`src/rtl/shared_reg_arbiter.sv`:
```
// Round-robin arbiter and write sequencer for one shared W-bit register (q/qbar).
// Define ARB_TIMEOUT_EN to revoke a grant after MAX_HOLD consecutive owned cycles.
module shared_reg_arbiter #(
    parameter int unsigned N        = 4,
    parameter int unsigned W        = 8,
    parameter int unsigned MAX_HOLD = 4
) (
    input  logic                              clk,
    input  logic                              rst,
    input  logic [N-1:0]                      req,
    input  logic [N-1:0]                      wr_en,
    input  logic [N*W-1:0]                    wr_data,
    output logic [N-1:0]                      gnt,
    output logic [((N > 1) ? $clog2(N) : 1)-1:0] owner_id,
    output logic                              busy,
    output logic                              expired,
    output logic [W-1:0]                      q,
    output logic [W-1:0]                      qbar
);

    localparam int unsigned IdW = (N > 1) ? $clog2(N) : 1;

    if (N < 2 || N > 16 || MAX_HOLD < 1) begin : g_bad_param
        $error("shared_reg_arbiter: N must be 2..16 and MAX_HOLD >= 1");
    end

    typedef enum logic [0:0] {StIdle, StOwn} state_e;

    state_e         state_q, state_d;
    logic [N-1:0]   gnt_q, gnt_d;
    logic [IdW-1:0] owner_q, owner_d;
    logic [IdW-1:0] last_q, last_d;
    logic [W-1:0]   q_q, q_d;

    logic [IdW-1:0] winner;
    logic           found;
    int unsigned    rr_idx;

    // Search starts just after the last winner and wraps, giving round-robin fairness.
    always_comb begin
        winner = '0;
        found  = 1'b0;
        rr_idx = 0;
        for (int unsigned k = 1; k <= N; k++) begin
            rr_idx = (int'(last_q) + k) % N;
            if (!found && req[rr_idx]) begin
                found  = 1'b1;
                winner = IdW'(rr_idx);
            end
        end
    end

`ifdef ARB_TIMEOUT_EN
    localparam int unsigned HW = (MAX_HOLD > 1) ? $clog2(MAX_HOLD) : 1;

    logic [HW-1:0] hold_cnt_q, hold_cnt_d;
    logic          expired_q, expired_d;
`endif

    always_comb begin
        state_d = state_q;
        gnt_d   = gnt_q;
        owner_d = owner_q;
        last_d  = last_q;
        q_d     = q_q;
`ifdef ARB_TIMEOUT_EN
        hold_cnt_d = hold_cnt_q;
        expired_d  = 1'b0;
`endif
        unique case (state_q)
            StIdle: begin
                if (found) begin
                    state_d = StOwn;
                    gnt_d   = {{(N-1){1'b0}}, 1'b1} << winner;
                    owner_d = winner;
                    last_d  = winner;
`ifdef ARB_TIMEOUT_EN
                    hold_cnt_d = '0;
`endif
                end
            end
            StOwn: begin
                if (!req[owner_q]) begin
                    state_d = StIdle;
                    gnt_d   = '0;
                end else begin
                    if (wr_en[owner_q]) begin
                        q_d = wr_data[owner_q*W +: W];
                    end
`ifdef ARB_TIMEOUT_EN
                    // The write on the final edge still lands before the grant is revoked.
                    if (hold_cnt_q == HW'(MAX_HOLD - 1)) begin
                        state_d   = StIdle;
                        gnt_d     = '0;
                        expired_d = 1'b1;
                    end else begin
                        hold_cnt_d = hold_cnt_q + 1'b1;
                    end
`endif
                end
            end
            default: begin
                state_d = StIdle;
                gnt_d   = '0;
            end
        endcase
    end

    always_ff @(posedge clk) begin
        if (rst) begin
            state_q <= StIdle;
            gnt_q   <= '0;
            owner_q <= '0;
            last_q  <= IdW'(N - 1);
            q_q     <= '0;
`ifdef ARB_TIMEOUT_EN
            hold_cnt_q <= '0;
            expired_q  <= 1'b0;
`endif
        end else begin
            state_q <= state_d;
            gnt_q   <= gnt_d;
            owner_q <= owner_d;
            last_q  <= last_d;
            q_q     <= q_d;
`ifdef ARB_TIMEOUT_EN
            hold_cnt_q <= hold_cnt_d;
            expired_q  <= expired_d;
`endif
        end
    end

    assign gnt      = gnt_q;
    assign owner_id = owner_q;
    assign busy     = (state_q == StOwn);
    assign q        = q_q;
    assign qbar     = ~q_q;
`ifdef ARB_TIMEOUT_EN
    assign expired  = expired_q;
`else
    assign expired  = 1'b0;
`endif

endmodule
```
`config.mk`:
```
export PLATFORM = sky130hd
export DESIGN_NAME = shared_reg_arbiter
export DESIGN_NICKNAME = d
export VERILOG_FILES = /design/src/rtl/shared_reg_arbiter.sv
export SDC_FILE = /design/constraint.sdc
export NUM_CORES = 1
export LEC_CHECK = 0
export ABC_CLOCK_PERIOD_IN_PS = 4000
export CAP_MARGIN = 20
export CORE_ASPECT_RATIO = 0.7
export CORE_MARGIN = 3
export CORE_UTILIZATION = 37
export DETAILED_ROUTE_END_ITERATION = 8
export DONT_BUFFER_PORTS = 1
export GPL_ROUTABILITY_DRIVEN = 0
export GPL_TIMING_DRIVEN = 0
export PLACE_DENSITY_LB_ADDON = 0.3
export SLEW_MARGIN = 20
export SYNTH_ARGS = -nofsm -noshare
export SYNTH_HDL_FRONTEND = slang
export SYNTH_SLANG_ARGS = --single-unit
```
`constraint.sdc`:
```
create_clock -name clk -period 4 [get_ports clk]
set_clock_uncertainty 0.15 [all_clocks]
set_input_delay 0.2 -clock clk [delete_from_list [all_inputs] [get_ports clk]]
set_output_delay 0.2 -clock clk [all_outputs]
set_load 0.02 [all_outputs]
```
# After elaboration in Yosys (flattened, before gate mapping)
# Cells that the tools add are included.
# totals
latchBits,0
memories,0
register_bits,17
in_bits,42
wordCells,55
out_inout_bits,24
rom_bits,0
mem_bits_rw,0
# op_classes
eq_ne,2
div,0
multipliers,0
addsub,4
n_mux,26
n_shift,2
n_bitwise,2
reduce_logical,9
order_cmp,5
# ops
cell,count
$shiftx 32x6->8,1
$lt 2x3->1 const B,5
$bmux 1 s2,6
$mux 1,12
$mux 2,4
$mux 4,2
$not 8->8,1
$pmux 4 s2,1
$add 2x1->2 const B,2
$add 2x2->2 const B,2
$ne 2x2->1 const B,2
$reduce_and 2->1,2
$shl 1x2->4 const A,1
$logic_and 1x1->1,3
$logic_not 1->1,3
$reduce_and 3->1,1
$pmux 1 s2,1
$not 1->1,1

# Logic depth before layout (Yosys ltp)
# Gate-level depths: netlist (run 1).
# depth
depth_word,16
mapped_depth,6
mapped_depth_nobuf,4

# Least setup slack after synthesis (run 1)
# OpenSTA, ideal clock, no wires.
# synth_timing
kind,reg-to-reg
from,register owner_q[1] (netlist: owner_id[1])
to,register q_q[0] (netlist: q[0])
path_buffers,1
arrival_time_ns,1.484
synth_period_minus_slack_ns,1.704
setup_slack_ns,2.296
stages_incl_launch_ff,5
t_required_ns,3.780
setup_time_ns,0.070
path_cell_list,dfxtp_1 > buf_1 > mux2i_2 > nand3_1 > a21oi_1
# synth_via
elab_chain_len,3
elab_cells_between_ends,6
classes_between,1 x shift; 4 x mux; 1 x reduce/logical
# synth_lines
item,line,text
"start, declared",31,"logic [IdW-1:0] owner_q, owner_d;"
"start signal, assigned",123,owner_q <= owner_d;
"parallel branches: the longest is 3 deep, another holds $shiftx 32x6->8",--,
"end signal, assigned",125,q_q <= q_d;
"end, declared",33,"logic [W-1:0] q_q, q_d;"
# Several ways; the timed one is not identified. The select of a mux whose other input is x is not followed.
# A chain may end at the register's enable or synchronous reset.

# Worst setup path after layout (run 1)
# layout_timing
from,register owner_q[1] (netlist: owner_id[1])
to,register q_q[6] (netlist: q[6])
# The elaborated chain is that of the path after synthesis.

==> results of run 1 <==
power groups by stage:
| stage | registers [mW] | clock network, mW | logic (mW) |
|---|---|---|---|
| final | 0.212 | 0.133 | 0.124 |
| after detailed placement | 0.216 | 0 | 0.124 |
| after CTS | 0.212 | 0.135 | 0.124 |
| after global placement | 0.216 | 0 | 0.121 |
| after global routing | 0.214 | 0.148 | 0.136 |
| after floorplan | 0.212 | 0 | 0.105 |
worst max path at each step:
| stage | from | end | slack, ns | depth (start not counted) |
|---|---|---|---|---|
| floorplan | owner_id[1]$_SDFFE_PP0P_ | q[0]$_SDFFE_PP0P_ | 2.30 | 4 |
| global placement | owner_id[1]$_SDFFE_PP0P_ | q[6]$_SDFFE_PP0P_ | 1.99 | 4 |
| detailed placement | owner_id[1]$_SDFFE_PP0P_ | q[2]$_SDFFE_PP0P_ | 1.96 | 4 |
| CTS | owner_id[1]$_SDFFE_PP0P_ | q[6]$_SDFFE_PP0P_ | 1.94 | 4 |
| global route | owner_id[1]$_SDFFE_PP0P_ | q[6]$_SDFFE_PP0P_ | 1.77 | 4 |
| finish | owner_id[1]$_SDFFE_PP0P_ | q[6]$_SDFFE_PP0P_ | 1.93 | 4 |
final cells by class:
class | instances | area share [%]
well taps | 34 | 3.778
multi-input cells | 77 | 55.33
inverters | 9 | 3.000
plain buffers | 7 | 3.667
flip-flops and latches | 17 | 30.22
clock buffers | 4 | 4.000
state kept, by name (all words and copies together) (netlist names):
signal,flops
gnt,4
owner_id,2
last_q,2
q,8
busy,1
placed cells by master (no fill, tap or decap), drive strengths merged, types with 2 or more instances in the layout:
cell and count:
a211oi 2, a21oi 13, buf 4, clkbuf 7, dfxtp 17, inv 9
mux2i 5, mux4 8, nand2b 4, nand3 8, nor2 6, nor3 3
o21ai 10, o2bb2ai 2, or2 2
routing by layer:
metal | vias up | part of all wire [%] | track usage (%)
met1 | 429 | 42 | 18.99
li1 | 411 | - | -
met3 | 5 | 8.6 | 5.600
met2 | 37 | 47 | 24.37
met5 | - | 0 | 0
met4 | 0 | 1.6 | 5.844
cells by family (layout without fill, tap and decap cells):
family,count (synthesis),in the layout
AO/OA/AOI/OAI,33,33
multiplexers,14,14
flip-flops,17,17
other,1,1
buffers and inverters,16,20
AND/OR/NAND/NOR,29,29
through the flow:
stage	power [mW]	hold slack (ns)	util, %	worst slack, ns
after floorplan	0.3172	0.3824	-	2.296
after global placement	0.3372	0.4039	42.04	1.990
after detailed placement	0.3401	0.4040	42.04	1.963
after CTS	0.4718	0.1838	43.80	1.942
after global routing	0.4989	0.2033	43.80	1.765
final	0.4687	0.1841	43.80	1.930
critical path: stages (launching register included):
cell and delay (ns):
dfxtp_1 0.52, buf_1 0.50, mux2i_2 0.53, nand3_1 0.14, a21oi_1 0.16
==> impl_metrics.py, run 1 <==
metrics = {
    "outcome": {
        "status": "finished, final reports clean",
    },
    "synth": {
        "synth.mux.area_fraction_pct": 23.61,
        "synthFlopType": "dfxtp_1",
        "synth_compound_area_share_pct": 20.72,
        "yosysSeqAreaShare_pct": 32.77,
        "synth_edf_count": 0,
        "synth_simple_gate_area_share_pct": 15.30,
        "ys_ff_latch": 17,
        "netlist_area_mm2": 0.001038,
        "synth_most_common_cell": "dfxtp_1",
        "synth_area_leaders": "dfxtp_1 (33%), mux4_2 (17%), a21oi_1 (5.8%)",
        "syn-mean-instance-area_um2": 9.441,
        "yosys_warnings": 0,
        "synthXorXnorAreaFrac_pct": 0,
        "synth_top_area_share_pct": 32.77,
        "synthCells": 110,
        "synthAdderAreaFrac_pct": 0,
        "synth_top_family_by_area": "multiplexers",
        "synth_area_leader_cell": "dfxtp_1",
        "ys_types": 37,
        "synthArstFlopShare_pct": 0,
        "syn_nets": 152,
        "yosys-top-cells-count": "dfxtp_1 (17), a21oi_1 (12), inv_1 (9)",
    },
    "power": {
        "vdd_drop_max_mv": 0.1339,
        "power_leakage_nw": 0.3494,
        "pwr_density_cell_mw_per_mm2": 416.2,
        "power_switching_share_pct": 33.74,
        "power.internal_mw": 0.3106,
        "power.switching_mw": 0.1581,
        "power_frac_clock_pct": 28.4,
        "seqPwrFrac_pct": 45.2,
        "comb_power_share_pct": 26.4,
    },
    "clock_network": {
        "cts_sinks": 17,
        "cts_tree": "done",
        "clockBufferDepth": 2,
        "cts_made_buffers": 3,
        "cts-root-buf": "clkbuf_8",
        "cts_hold_buf": 0,
        "h-tree-depth": 1,
        "cts_resized": 0,
        "clk_latency_ns": 0.25,
        "path_clk_slew_ns": 0.07,
        "post_cts_buffers": 0,
    },
    "hold_path": {
        "hold_start": "req[1]",
        "min_path_cells": 4,
        "hold_path.class": "in2reg",
        "min_to": "gnt[3]$_SDFFE_PP0P_",
    },
    "sta": {
        "fin_crit_ns": 2.070,
        "max_freq_mhz": 483.0,
        "tightestPinTransition_ns": 0.6554,
        "finalSetupViolCount": 0,
        "hold_viol": 0,
        "rsz0062_at_grt": "no",
        "slew_headroom_pct": 56.31,
        "tns_ns": 0,
        "timing.final.crit_share_pct": 51.76,
        "report.final.slew_viol_count": 0,
    },
    "layout": {
        "syn_to_final_growth_pct": 8.434,
        "layoutNonFillerInstCount": 148,
        "seq_area_um2": 340.3,
        "nets": 157,
        "n_antenna_cell": 0,
        "multi_input_area_um2": 623.1,
        "nFillCells": 248,
        "drive_gt1_share_pct": 18.42,
        "fin_area_mm2": 0.001126,
    },
    "critical_path": {
        "rrSetupSlack_ns": 1.93,
        "required_ns": 4.04,
        "rr_worst_depth": 4,
        "endpoint_kind": "register",
        "r2r-end": "q[6]$_SDFFE_PP0P_",
        "startpoint_type": "register",
        "path_class": "reg2reg",
        "r2r_start": "owner_id[1]$_SDFFE_PP0P_",
        "cp_max_fo": 10,
        "cp.arrival_ns": 2.11,
    },
    "placement": {
        "place_inst": 144,
        "hpwl_mm": 2.016,
        "place_area_mm2": 0.001081,
        "numPortBuffers": 0,
    },
    "grt": {
        "overflow": 0,
        "grt_max_degree": 11,
        "grt_pass1_vias": 885,
        "antenna_found_initial": 0,
        "grt_pass1_wl_mm": 4.195,
        "grt_util_all_layers_pct": 15.30,
    },
    "routing": {
        "drc": 0,
        "ant_nets": 0,
        "viasPerCell": 5.959,
        "detail_route.wirelength_mm": 2.593,
        "num_vias": 882,
        "wl_per_cell_um": 17.52,
        "detail_route.first_pass.iterations": 4,
        "drtIter0Drc": 33,
    },
    "job": {
        "cap_violations": 0,
    },
    "floorplanning": {
        "io_pins": 66,
        "die_w_um": 69.32,
        "core_area_mm2": 0.002571,
        "die-area_mm2": 0.003489,
        "fp.dieH_um": 50.33,
        "initial_core_util_pct": 40.39,
        "rows": 15,
    },
}
Power figures use the tool's default switching activity.
==> run 2, diff against run 1 <==
--- a/config.mk
+++ b/config.mk
@@ -5,7 +5,8 @@
 export SDC_FILE = /design/constraint.sdc
 export NUM_CORES = 1
 export LEC_CHECK = 0
-export ABC_CLOCK_PERIOD_IN_PS = 4000
+export ABC_AREA = 1
+export ABC_CLOCK_PERIOD_IN_PS = 1650
 export CAP_MARGIN = 20
 export CORE_ASPECT_RATIO = 0.7
 export CORE_MARGIN = 3
==> constraint.sdc (replaced) <==
create_clock -name clk -period 1.65 [get_ports clk]
set_clock_uncertainty 0.15 [all_clocks]
set_input_delay 0.0825 -clock clk [delete_from_list [all_inputs] [get_ports clk]]
set_output_delay 0.0825 -clock clk [all_outputs]
set_load 0.02 [all_outputs]
==> run 2 against run 1 <==
  * Worst setup slack lost 1.9 ns
  * Combinational power increased to 18 times the previous value
  * Synthesized area up 18%
  * Largest cell class unchanged
  * Highest routed layer unchanged
==> impl_metrics.py, run 2 <==
metrics = {
    "critical_path": {
        "cp_max_fo": 9,
        "cp.arrival_ns": 1.69,
        "cp_top_family": "simple AND/OR/NAND/NOR gates",
        "rrSetupSlack_ns": 0.005,
        "rr_worst_depth": 11,
        "slowest_stage": "dfxtp_2",
        "crit_chain": "buf_6 > inv_8 > nand2_2 > nand2_2 > nand2_4 > buf_4 > nand4_1 > nand2_1 > nor2_2 > nand3_1 > a21oi_2",
        "required_ns": 1.69,
        "cp_num_buf_inv": 3,
        "path_common_cell": "nand2_2",
        "path_class": "reg2reg",
        "startpoint_type": "register",
        "cp.depth": 11,
        "cpPeakStageDelay_ns": 0.33,
        "endpoint_kind": "register",
    },
    "synth": {
        "synth.mux.area_fraction_pct": 0,
        "ys_ff_latch": 17,
        "ys_types": 24,
        "synth_area_leader_cell": "dfxtp_1",
        "syn-mean-instance-area_um2": 6.461,
        "synthXorXnorAreaFrac_pct": 0,
        "yosysSeqAreaShare_pct": 27.87,
        "synthArstFlopShare_pct": 0,
        "yosys_warnings": 0,
        "synth_simple_gate_area_share_pct": 33.09,
        "synth_top_family_by_area": "simple AND/OR/NAND/NOR gates",
        "synth_edf_count": 0,
        "synthFlopType": "dfxtp_1",
        "synthAdderAreaFrac_pct": 0,
        "synth_compound_area_share_pct": 25.61,
        "netlist_area_mm2": 0.001221,
        "synth_area_leaders": "dfxtp_1 (28%), o21ai_0 (11%), nand2_1 (9.2%)",
        "yosys-top-cells-count": "nand2_1 (30), o21ai_0 (27), nor2_1 (21)",
        "synth_top_area_share_pct": 27.87,
        "synth_most_common_cell": "nand2_1",
        "synthCells": 189,
        "syn_nets": 231,
    },
    "routing": {
        "num_vias": 1349,
        "ant_nets": 0,
        "detail_route.first_pass.iterations": 4,
        "drtIter0Drc": 67,
        "viasPerCell": 5.529,
        "wl_per_cell_um": 15.50,
        "drc": 0,
        "detail_route.wirelength_mm": 3.783,
    },
    "sta": {
        "timing.final.crit_share_pct": 99.67,
        "hold_ws_ns": 0.03543,
        "fin_crit_ns": 1.645,
        "rsz0062_at_grt": "yes",
        "report.final.slew_viol_count": 0,
        "max_freq_mhz": 608.1,
        "hold_viol": 0,
        "tns_ns": 0,
        "finalSetupViolCount": 0,
    },
    "power": {
        "pwr_density_cell_mw_per_mm2": 2127,
        "power.switching_mw": 1.764,
        "power_leakage_nw": 0.6711,
        "power.internal_mw": 1.576,
        "total_power_mw": 3.340,
        "comb_power_share_pct": 65.1,
        "vdd_drop_max_mv": 1.007,
        "seqPwrFrac_pct": 25.3,
        "power_frac_clock_pct": 9.5,
        "power_switching_share_pct": 52.82,
    },
    "layout": {
        "drive_gt1_share_pct": 39.90,
        "fin_util_pct": 53.00,
        "final_common_cell": "nand2_1",
        "n_antenna_cell": 0,
        "syn_to_final_growth_pct": 28.59,
        "largest_reg_flops": 8,
        "fin_area_mm2": 0.001570,
        "nFillCells": 290,
        "layout_common_cells": "nand2_1 (23), nor2_1 (19), o21ai_0 (16), inv_1 (14), dfxtp_1 (13)",
        "nets": 251,
    },
    "clock_network": {
        "cts_tree": "done",
        "path_clk_slew_ns": 0.07,
        "cts_hold_buf": 0,
        "cts_sinks": 17,
        "clockBufferDepth": 2,
        "h-tree-depth": 1,
        "cts_made_buffers": 3,
        "cts-root-buf": "clkbuf_8",
        "clk_latency_ns": 0.25,
    },
    "grt": {
        "antenna_found_initial": 0,
        "grt_pass1_vias": 1176,
        "overflow": 0,
        "grt_max_degree": 11,
        "grt_pass1_wl_mm": 5.388,
        "grt_util_all_layers_pct": 17.89,
    },
    "hold_path": {
        "min_path_cells": 4,
        "hold_path.class": "in2reg",
    },
    "floorplanning": {
        "rows": 16,
        "initial_core_util_pct": 41.22,
        "die-area_mm2": 0.004037,
        "die_w_um": 74.67,
        "fp.dieH_um": 54.07,
        "io_pins": 66,
        "core_area_mm2": 0.002963,
    },
    "placement": {
        "place_area_mm2": 0.001269,
        "numPortBuffers": 0,
        "hpwl_mm": 2.596,
    },
    "outcome": {
        "status": "finished, final reports clean",
    },
    "job": {
        "cap_violations": 0,
    },
}
-- run 2: cell count changes after synthesis, sizes merged, moves of 5 or more --
| cell | delta |
|---|---|
| a21oi | +5 |
| inv | +14 |
| mux2i | -5 |
| mux4 | -8 |
| nand2 | +41 |
| nand3 | +9 |
| nor2 | +16 |
| o21ai | +18 |
| o22ai | +8 |
-- run 2: logic make-up after synthesis --
family / Yosys count
buffers and inverters: 32
other: 1
AO/OA/AOI/OAI: 57
AND/OR/NAND/NOR: 82
flip-flops: 17
-- run 2: area by class of cell --
cell class / count / area, µm² / share of cell area (%)
repair buffers: 15 / 112.6 / 7.171
clock inverters: 1 / 5.005 / 0.3187
well taps: 36 / 45.04 / 2.869
multi-input cells: 140 / 824.5 / 52.51
clock buffers: 3 / 41.29 / 2.629
inverters: 23 / 105.1 / 6.693
plain buffers: 9 / 86.33 / 5.498
flip-flops and latches: 17 / 350.3 / 22.31
-- run 2: through the flow --
step,cells,setup WS [ns]
CTS,235,-0.007541
detailed placement,225,-0.1681
global placement,225,-0.1663
floorplan,189,0.08942
finish,244,0.005405
global route,244,-0.08604
-- run 2: power groups by stage --
stage	logic, mW	registers (mW)	clock network [mW]
finish	2.18	0.846	0.318
detailed placement	1.62	0.820	0
CTS	1.79	0.837	0.331
global route	2.39	0.869	0.346
floorplan	1.35	0.786	0
global placement	1.61	0.818	0
-- run 2: worst min-delay path: stages --
cell     delay, ns
nor2_1        0.02
o22ai_1       0.10
o21ai_0       0.09
a21oi_1       0.10
-- run 2: final timing paths --
check                    startpoint             endpoint
min reg2reg     gnt[0]$_SDFFE_PP0P_  gnt[0]$_SDFFE_PP0P_
min                      wr_data[2]    q[2]$_SDFFE_PP0P_
max          last_q[0]$_SDFFE_PP1P_  gnt[1]$_SDFFE_PP0P_
max reg2reg  last_q[0]$_SDFFE_PP1P_  gnt[1]$_SDFFE_PP0P_
-- run 2: timing repair --
item	in CTS	in global routing
cloned	1	2
setup endpoints to repair	9	15
buffers inserted	5	7
gates resized for setup	20	36
pin swaps	8	9
-- run 2: per-layer routing --
metal,part of all wire (%),routed length (µm),track usage [%],vias up
met4,1.0,38,4.438,0
met2,43,1641,27.99,61
met5,0,0,0,-
li1,-,-,-,668
met3,9.0,342,5.224,6
met1,47,1761,24.12,614
==> run 3, diff against run 2 <==
--- a/config.mk
+++ b/config.mk
@@ -10,7 +10,7 @@
 export CAP_MARGIN = 20
 export CORE_ASPECT_RATIO = 0.7
 export CORE_MARGIN = 3
-export CORE_UTILIZATION = 37
+export CORE_UTILIZATION = 43
 export DETAILED_ROUTE_END_ITERATION = 8
 export DONT_BUFFER_PORTS = 1
 export GPL_ROUTABILITY_DRIVEN = 0
==> run 3 against run 2 <==
  * Worst setup slack got worse by 0.0022 ns
  * Non-clock buffer count down 10
  * Total power shrank 3.3%
  * Worst hold slack improved by 0.021 ns
  * Critical path depth stayed put
  * Clock power fell by 1%
  * Global-route usage up 1.3 points
  * Sequential share of layout area increased by 1.2 points
  * Wire length shrank 1.9%
  * Count of clock-buffer cells in the layout unchanged
  * Combinational power is 6% lower
  * Core utilization increased by 5.3 points
  * Largest power group unchanged
  * Highest routed layer unchanged
==> impl_metrics.py, run 3 (same netlist as run 2, synthesis figures left out) <==
metrics = {
    "routing": {
        "ant_nets": 0,
        "wl_per_cell_um": 15.99,
        "viasPerCell": 5.879,
        "drtIter0Drc": 56,
        "detail_route.wirelength_mm": 3.710,
        "drc": 0,
        "detail_route.first_pass.iterations": 6,
        "num_vias": 1364,
    },
    "clock_network": {
        "cts-root-buf": "clkbuf_8",
        "clk_latency_ns": 0.25,
        "cts_tree": "done",
        "h-tree-depth": 1,
        "path_clk_slew_ns": 0.07,
        "clockBufferDepth": 2,
        "cts_sinks": 17,
        "cts_hold_buf": 0,
        "cts_made_buffers": 3,
    },
    "power": {
        "pwr_density_cell_mw_per_mm2": 2156,
        "power_switching_share_pct": 54.67,
        "seqPwrFrac_pct": 26.4,
        "total_power_mw": 3.231,
        "power_leakage_nw": 0.6475,
        "power.internal_mw": 1.465,
        "power_frac_clock_pct": 9.7,
        "comb_power_share_pct": 63.8,
        "vdd_drop_max_mv": 1.077,
        "power.switching_mw": 1.767,
    },
    "layout": {
        "layoutNonFillerInstCount": 232,
        "syn_to_final_growth_pct": 22.75,
        "fin_util_pct": 58.30,
        "layout_common_cells": "o21ai_0 (20), nor2_1 (19), nand2_1 (17), a21oi_1 (15)",
        "largest_reg_flops": 8,
        "drive_gt1_share_pct": 36.36,
        "n_antenna_cell": 0,
        "nets": 241,
        "final_common_cell": "o21ai_0",
        "fin_area_mm2": 0.001499,
        "nFillCells": 233,
        "multi_input_area_um2": 834.6,
        "seq_area_um2": 352.8,
    },
    "floorplanning": {
        "rows": 15,
        "core_area_mm2": 0.002571,
        "die-area_mm2": 0.003526,
        "io_pins": 66,
        "fp.dieH_um": 50.59,
        "initial_core_util_pct": 47.49,
        "die_w_um": 69.70,
    },
    "placement": {
        "place_area_mm2": 0.001266,
        "dpl_worst_slack_ns": -0.1668,
        "hpwl_mm": 2.710,
        "numPortBuffers": 0,
        "place_inst": 223,
    },
    "critical_path": {
        "startpoint_type": "register",
        "cp.arrival_ns": 1.62,
        "rr_worst_depth": 11,
        "required_ns": 1.62,
        "r2r-end": "last_q[0]$_SDFFE_PP1P_",
        "endpoint_kind": "register",
        "path_class": "reg2reg",
        "cpPeakStageDelay_ns": 0.33,
        "slowest_stage": "dfxtp_2",
        "crit_chain": "buf_6 > inv_8 > nand2_4 > nand3_1 > nand2_2 > nor2_4 > nand3_2 > nand2_4 > inv_6 > nand2_2 > o211ai_1",
        "cp_top_family": "simple AND/OR/NAND/NOR gates",
        "cp_max_fo": 9,
        "r2r_start": "last_q[0]$_SDFFE_PP1P_",
        "rrSetupSlack_ns": 0.003,
        "cp_num_buf_inv": 3,
    },
    "grt": {
        "grt_max_degree": 11,
        "grt_util_all_layers_pct": 19.23,
        "grt_pass1_wl_mm": 5.499,
        "overflow": 0,
        "antenna_found_initial": 0,
        "grt_pass1_vias": 1259,
    },
    "job": {
        "cap_violations": 0,
    },
    "sta": {
        "report.final.slew_viol_count": 0,
        "max_freq_mhz": 607.2,
        "setup_slack_ns": 0.003204,
        "finalSetupViolCount": 0,
        "fin_crit_ns": 1.647,
        "hold_viol": 0,
        "rsz0062_at_grt": "yes",
        "timing.final.crit_share_pct": 99.81,
    },
    "hold_path": {
        "hold_path.class": "in2reg",
        "min_to": "busy$_SDFF_PP0_",
        "hold_start": "req[3]",
        "min_path_cells": 4,
    },
    "outcome": {
        "status": "finished, final reports clean",
    },
}
-- run 3: changes by cell type in the layout (fill, tap and decap cells not counted), sizes merged --
cell	delta
buf	-9
clkbuf	-1
clkinvlp	-1
inv	+1
-- run 3: through the flow --
step / hold slack (ns) / TNS [ns]
2_1_floorplan: 0.2456 / 0
3_3_place_gp: 0.2662 / -0.3601
3_5_place_dp: 0.2735 / -0.7508
4_1_cts: 0.01118 / -0.02486
5_1_grt: 0.09050 / -0.6571
6_report: 0.05635 / 0
-- run 3: layer usage --
layer,global-route usage (%),up-vias,routed length (µm),part of all wire [%]
met5,0,-,0,0
met4,2.548,0,34,0.92
met3,6.400,4,387,10
met2,32.44,81,1712,46
met1,24.64,636,1576,42
li1,-,643,-,-
-- run 3: power by group through the flow --
stage,Sequential (mW),Clock (mW),Combinational (mW)
after floorplan,0.786,0,1.35
after global placement,0.818,0,1.57
after detailed placement,0.821,0,1.63
after CTS,0.833,0.319,1.79
after global routing,0.871,0.334,2.26
final,0.854,0.314,2.06
-- run 3: worst max-delay path by stage --
stage                              from                      to  depth (start not counted)
6_report         last_q[0]$_SDFFE_PP1P_  last_q[0]$_SDFFE_PP1P_                         11
5_1_grt          last_q[0]$_SDFFE_PP1P_     gnt[2]$_SDFFE_PP0P_                         13
4_1_cts        owner_id[0]$_SDFFE_PP0P_       q[3]$_SDFFE_PP0P_                          6
3_5_place_dp   owner_id[1]$_SDFFE_PP0P_       q[6]$_SDFFE_PP0P_                          7
3_3_place_gp   owner_id[1]$_SDFFE_PP0P_       q[6]$_SDFFE_PP0P_                          7
2_1_floorplan  owner_id[1]$_SDFFE_PP0P_       q[0]$_SDFFE_PP0P_                          7
-- run 3: cell type report --
cell class	count	area share (%)
tap	34	2.838
multi-input combinational	140	55.68
sequential	17	23.54
buffer	8	5.259
inverter	23	6.928
clock inverter	1	0.3339
clock buffer	3	2.755
timing repair buffer	6	2.671
-- run 3: repair_timing --
item,CTS,global route
buffers inserted,2,2
pin swaps,7,16
endpoints found under the setup margin,11,16
resized for setup,18,36
cloned,2,0
-- run 3: worst register-to-register path: stages (launching register included) --
cell	delay [ns]
dfxtp_2	0.33
buf_6	0.13
inv_8	0.10
nand2_4	0.06
nand3_1	0.11
nand2_2	0.08
nor2_4	0.13
nand3_2	0.09
nand2_4	0.13
inv_6	0.07
nand2_2	0.06
o211ai_1	0.09
